[src/rtl/em_pipe_stage.sv]
// em_pipe_stage
// EX->MEM pipeline register for the 5-stage MIPS core.
// It holds the instruction, PC, ALU result, store data, destination register and a sideband bus.
// It supports a valid bit, stall (hold), flush (bubble insert) and a consecutive-stall watchdog.
// Every output comes from a register, or from pc_q alone in the case of pc4_o/pc8_o.
module em_pipe_stage #(
    parameter int                 DATA_W    = 32,
    parameter int                 SB_W      = 8,
    parameter logic [DATA_W-1:0]  PC_RESET  = DATA_W'(32'h3000),
    parameter logic [DATA_W-1:0]  NOP_IR    = DATA_W'(32'h0),
    parameter int                 CNT_W     = 8,
    parameter int                 STALL_MAX = 200
) (
    input  logic              clk,
    input  logic              reset_n,
    input  logic              stall_i,
    input  logic              flush_i,
    input  logic              valid_i,
    input  logic [DATA_W-1:0] ir_i,
    input  logic [DATA_W-1:0] pc_i,
    input  logic [DATA_W-1:0] ao_i,
    input  logic [DATA_W-1:0] rt_i,
    input  logic [4:0]        wa_i,
    input  logic [SB_W-1:0]   sb_i,
    output logic              valid_o,
    output logic [DATA_W-1:0] ir_o,
    output logic [DATA_W-1:0] pc_o,
    output logic [DATA_W-1:0] pc4_o,
    output logic [DATA_W-1:0] pc8_o,
    output logic [DATA_W-1:0] ao_o,
    output logic [DATA_W-1:0] rt_o,
    output logic [4:0]        wa_o,
    output logic [SB_W-1:0]   sb_o,
    output logic [CNT_W-1:0]  stall_cnt_o,
    output logic              stall_timeout_o
);

    typedef enum logic [1:0] {
        IDLE     = 2'd0,
        COUNTING = 2'd1,
        TIMEOUT  = 2'd2
    } stall_state_e;

    localparam logic [CNT_W-1:0] CNT_SAT   = {CNT_W{1'b1}};
    localparam logic [CNT_W:0]   STALL_HIT = (CNT_W+1)'(STALL_MAX);

    logic              valid_q, valid_d;
    logic [DATA_W-1:0] ir_q,    ir_d;
    logic [DATA_W-1:0] pc_q,    pc_d;
    logic [DATA_W-1:0] ao_q,    ao_d;
    logic [DATA_W-1:0] rt_q,    rt_d;
    logic [4:0]        wa_q,    wa_d;
    logic [SB_W-1:0]   sb_q,    sb_d;

    stall_state_e      state_q;
    logic [CNT_W-1:0]  cnt_q;
    logic              timeout_q;

    logic              stalling;
    logic              bubble;
    logic [CNT_W:0]    cnt_plus1;

    // A stall edge is one where stall_i is high and no flush overrides it.
    // A bubble is written either on a flush or on a load of an invalid instruction.
    assign stalling  = stall_i & ~flush_i;
    assign bubble    = flush_i | (~stall_i & ~valid_i);
    assign cnt_plus1 = {1'b0, cnt_q} + (CNT_W+1)'(1);

    // Next-state selection for the data fields: flush > stall > load.
    always_comb begin
        valid_d = valid_q;
        ir_d    = ir_q;
        pc_d    = pc_q;
        ao_d    = ao_q;
        rt_d    = rt_q;
        wa_d    = wa_q;
        sb_d    = sb_q;
        if (bubble) begin
            valid_d = 1'b0;
            ir_d    = NOP_IR;
            pc_d    = PC_RESET;
            ao_d    = '0;
            rt_d    = '0;
            wa_d    = '0;
            sb_d    = '0;
        end else if (!stall_i) begin
            valid_d = 1'b1;
            ir_d    = ir_i;
            pc_d    = pc_i;
            ao_d    = ao_i;
            rt_d    = rt_i;
            wa_d    = wa_i;
            sb_d    = sb_i;
        end
    end

    // Stage data registers, cleared to a bubble on asynchronous reset.
    always_ff @(posedge clk or negedge reset_n) begin
        if (!reset_n) begin
            valid_q <= 1'b0;
            ir_q    <= NOP_IR;
            pc_q    <= PC_RESET;
            ao_q    <= '0;
            rt_q    <= '0;
            wa_q    <= '0;
            sb_q    <= '0;
        end else begin
            valid_q <= valid_d;
            ir_q    <= ir_d;
            pc_q    <= pc_d;
            ao_q    <= ao_d;
            rt_q    <= rt_d;
            wa_q    <= wa_d;
            sb_q    <= sb_d;
        end
    end

    // Stall watchdog FSM: a saturating consecutive-stall count plus a sticky timeout flag.
    always_ff @(posedge clk or negedge reset_n) begin
        if (!reset_n) begin
            state_q   <= IDLE;
            cnt_q     <= '0;
            timeout_q <= 1'b0;
        end else begin
            if (stalling) begin
                if (cnt_q != CNT_SAT) begin
                    cnt_q <= cnt_q + CNT_W'(1);
                end
                if (cnt_plus1 == STALL_HIT) begin
                    timeout_q <= 1'b1;
                    state_q   <= TIMEOUT;
                end else if (state_q != TIMEOUT) begin
                    state_q <= COUNTING;
                end
            end else begin
                cnt_q <= '0;
                if (state_q != TIMEOUT) begin
                    state_q <= IDLE;
                end
            end
        end
    end

    assign valid_o         = valid_q;
    assign ir_o            = ir_q;
    assign pc_o            = pc_q;
    assign pc4_o           = pc_q + DATA_W'(4);
    assign pc8_o           = pc_q + DATA_W'(8);
    assign ao_o            = ao_q;
    assign rt_o            = rt_q;
    assign wa_o            = valid_q ? wa_q : 5'd0;
    assign sb_o            = sb_q;
    assign stall_cnt_o     = cnt_q;
    assign stall_timeout_o = timeout_q;

endmodule
[config.mk]
export PLATFORM = sky130hd
export DESIGN_NAME = em_pipe_stage
export DESIGN_NICKNAME = d
export VERILOG_FILES = /design/src/rtl/em_pipe_stage.sv
export SDC_FILE = /design/constraint.sdc
export NUM_CORES = 1
export LEC_CHECK = 0
export ABC_AREA = 0
export BUFFER_PORTS_ARGS = -buffer_cell sky130_fd_sc_hd__buf_2
export CORE_AREA = 2 2 140 142
export DETAILED_ROUTE_END_ITERATION = 6
export DIE_AREA = 0 0 142 144
export GPL_ROUTABILITY_DRIVEN = 0
export PLACE_DENSITY = 0.68
export SYNTH_ARGS = -nofsm -noshare
export SYNTH_HDL_FRONTEND = slang
export SYNTH_SLANG_ARGS = --single-unit
[constraint.sdc]
create_clock -name clk -period 5.7 [get_ports clk]
set_input_delay 1.425 -clock clk [delete_from_list [all_inputs] [get_ports clk]]
set_output_delay 1.425 -clock clk [all_outputs]
set_load 0.02 [all_outputs]
==> reports/summary.txt <==
Pwr Total: 2.64 mW
drt via density: 5.04
Root Buffer: clkbuf_16
multiplexer area fraction after synthesis: 0.321%
status: finished, final reports clean
Fin Setup TNS: 0 ns
Data arrival, critical path: 2.68 ns
R2R depth: 5
first drt pass iteration count: 4
Rel. slew slack: 44.2%
dpl hpwl: 14400 um
CTS Hold Bufs: 0
mapped cell area: 6630 um2
Syn Area/Cell: 12.3 um2
Crit Path Max Fanout: 16
initial core utilization: 34.8%
number of global-route vias before repair: 5330
die width: 142 um
CP Launch Point: pc_o[4]
critical-path cell list: ha_1 > nand3_4 > nor4_4 > nand4_1 > xnor2_1 > buf_2
RSZ-0062 raised after global routing: no
Synth Instances: 539
Syn Nets: 688
Area Growth Syn to Fin: 38.0%
ys async rst share: 100%
slew of the pin with the lowest slew margin: 0.837 ns
Final setup viols: 0
layout net count: 1018
maximum buffer depth of the clock tree: 2
row count: 51
power density cells: 289 nW/um2
simple-gate area share of the yosys netlist: 10.6%
Filler cells: 1794
storage element area: 3780 um2
Yosys cell types: 37
EDFF count, synth: 0
Synth Flop Type: dfrtp_1
Hold Crit Class: reg -> reg
H-tree Lvls: 4
maximum VDD drop: 0.189 mV
GR Layer Usage met2: 30.6%
Critical Path End Type: output port
startpoint types: register
final clock skew: 0.00487 ns
max-cap violation count: 0
flops & latches, synth: 151
GR Util met1: 22.7%
number of buffers added on ports: 360
placed cell area: 8520 um2
DP Worst Slack: 2.02 ns
largest net degree at the start of global routing: 80
share of cells above drive strength 1: 46.5%
Worst-Skew Late Latency: 0.41 ns
Fmax: 243 MHz
wire per inst: 17.5 um
Synth Area in Compound Gates: 19.1%
post-synthesis xor/xnor area fraction: 7.92%
post-CTS setup buffer count: 0
Lkg Pwr: 4.98 nW
post-synthesis adder-cell area fraction: 0.566%
post-route cell area: 9160 um2
Final Slew Violations: 0
worst reg2reg setup slack: 4.07 ns
worst flop-to-flop path startpoint: stall_cnt_o[0]
Critical Path Sink: pc4_o[27]
initial antenna violation count: 0
Critical Path Max Stage Delay: 0.76 ns
share of Yosys cell area claimed by the top area cell type: 56.2%
CP max stage cell: nor4_4
warnings from Yosys: 0
antenna-violating nets left: 0
Die Ht: 144 um
Clk pin slew, worst setup/hold paths: 0.06 ns
First DRT Iteration DRCs: 268
gr ovfl total: 0
reg2reg end: stall_timeout_o
TritonCTS buffer count: 17
final hold vios: 0
WL final: 19600 um
WP data required: 4.28 ns
die area: 20400 um2
Sink Count: 151
met3 Usage GRT: 5.17%
setup ws final: 1.59 ns
Worst Hold Depth: 2
Final min period: 4.11 ns
global-route wire length before repair: 29500 um
Final period util: 72.1%
gr busiest metal: met2
sequential area share after synthesis: 57.0%
Via Count: 5647
Multi-input gate area: 2560 um2
area leader, netlist: dfrtp_1
All-Layer GR Usage: 18.4%
post_cts resized: 0
io pins: 361
combinational family with the most area after synthesis: compound AO/OA/AOI/OAI gates
DRC: 0
Core Box Area: 19100 um2
kind of critical path: reg -> out
CTS tree: built
Synth area leaders: dfrtp_1, a22o_1, xnor2_1
## layout make-up
cell class | count | share of cell area (%)
clock inverters | 12 | 2.09
well taps | 238 | 3.25
clock buffers | 20 | 4.77
multi-input cells | 329 | 28.0
inverters | 4 | 0.164
repair buffers | 366 | 20.4
flip-flops and latches | 151 | 41.3
diodes | 1 | 0.0273
## report_power, final
group          switching [mW]  total [mW]  internal, mW
logic                   0.178       0.292         0.114
clock network           0.458        1.20         0.742
registers              0.0395        1.15          1.11
total                   0.675        2.64          1.97
## synthesized netlist by cell type (2+ instances only)
library cell,count
a21oi_1,4
nand4_1,21
nor2_1,5
nor4_4,3
nor4_2,2
dfrtp_1,149
nor3_2,2
buf_4,11
buf_1,2
xnor2_1,46
and2_1,10
a22o_1,136
and4_1,4
o21ai_0,4
nand2_1,31
and3_1,3
nor4_1,5
clkbuf_1,19
nand3_1,20
inv_1,4
nand4_2,2
dfstp_2,2
o22a_1,2
nor3_1,3
xor2_1,14
buf_2,22
ha_1,3
## metal layers
layer	routed length (um)	part of all wire, %
met5	0	0
met4	496	2.5
met3	1400	7.2
met2	9690	49
met1	8020	41
## through the flow
| step | hold slack [ns] | util, % | instances |
|---|---|---|---|
| 2_1_floorplan | 0.465 | - | 539 |
| 3_3_place_gp | 0.458 | 44.7 | 1088 |
| 3_5_place_dp | 0.466 | 44.7 | 1088 |
| 4_1_cts | 0.482 | 48.0 | 1120 |
| 5_1_grt | 0.511 | 48.0 | 1120 |
| 6_report | 0.479 | 48.0 | 1121 |
## sequential cells by signal, indices dropped and copies added, names as in the netlist
signal           count
ir_o                32
sb_o                 8
pc_o                32
rt_o                32
wa_q                 5
ao_o                32
stall_timeout_o      1
valid_o              1
stall_cnt_o          8
## critical path: cells and delay by family (launching register included)
kind | cells | cell delay [ns]
fa+ha+maj | 1 | 0.30
xor+xnor | 1 | 0.18
buf+inv | 1 | 0.18
simple gates | 3 | 1.11
flops | 1 | 0.49
## worst min-delay path by stage
stage / start / end
after detailed placement: stall_timeout_o / stall_timeout_o
after floorplan: wa_q[0] / wa_q[0]
after global placement: stall_timeout_o / stall_timeout_o
after CTS: stall_timeout_o / stall_timeout_o
final: stall_timeout_o / stall_timeout_o
after global routing: stall_timeout_o / stall_timeout_o
## cells in the final DEF, fill, tap and decap left out, types with 3 or more instances in the layout
cell	n
nand4_1	21
clkinv_4	4
bufinv_16	4
nor3_1	3
buf_4	5
and2_1	9
inv_1	4
and3_1	3
dfrtp_1	149
nor4_1	5
a21oi_1	4
clkbuf_1	3
nor4_4	3
o21ai_0	4
nand2_1	31
xor2_1	14
a22o_1	136
buf_2	359
ha_1	3
clkbuf_16	17
xnor2_1	46
nor2_1	5
and4_1	4
nand3_1	20
## cells by family (layout without fill, tap and decap cells)
logic type | after synthesis | after routing
buffers and inverters | 59 | 402
XOR/XNOR | 60 | 60
adder cells (fa/ha/maj) | 3 | 3
other | 0 | 1
flip-flops | 151 | 151
AO/OA/AOI/OAI | 149 | 149
AND/OR/NAND/NOR | 115 | 115
multiplexers | 2 | 2
Note: power is estimated with default switching activity, not from simulation.
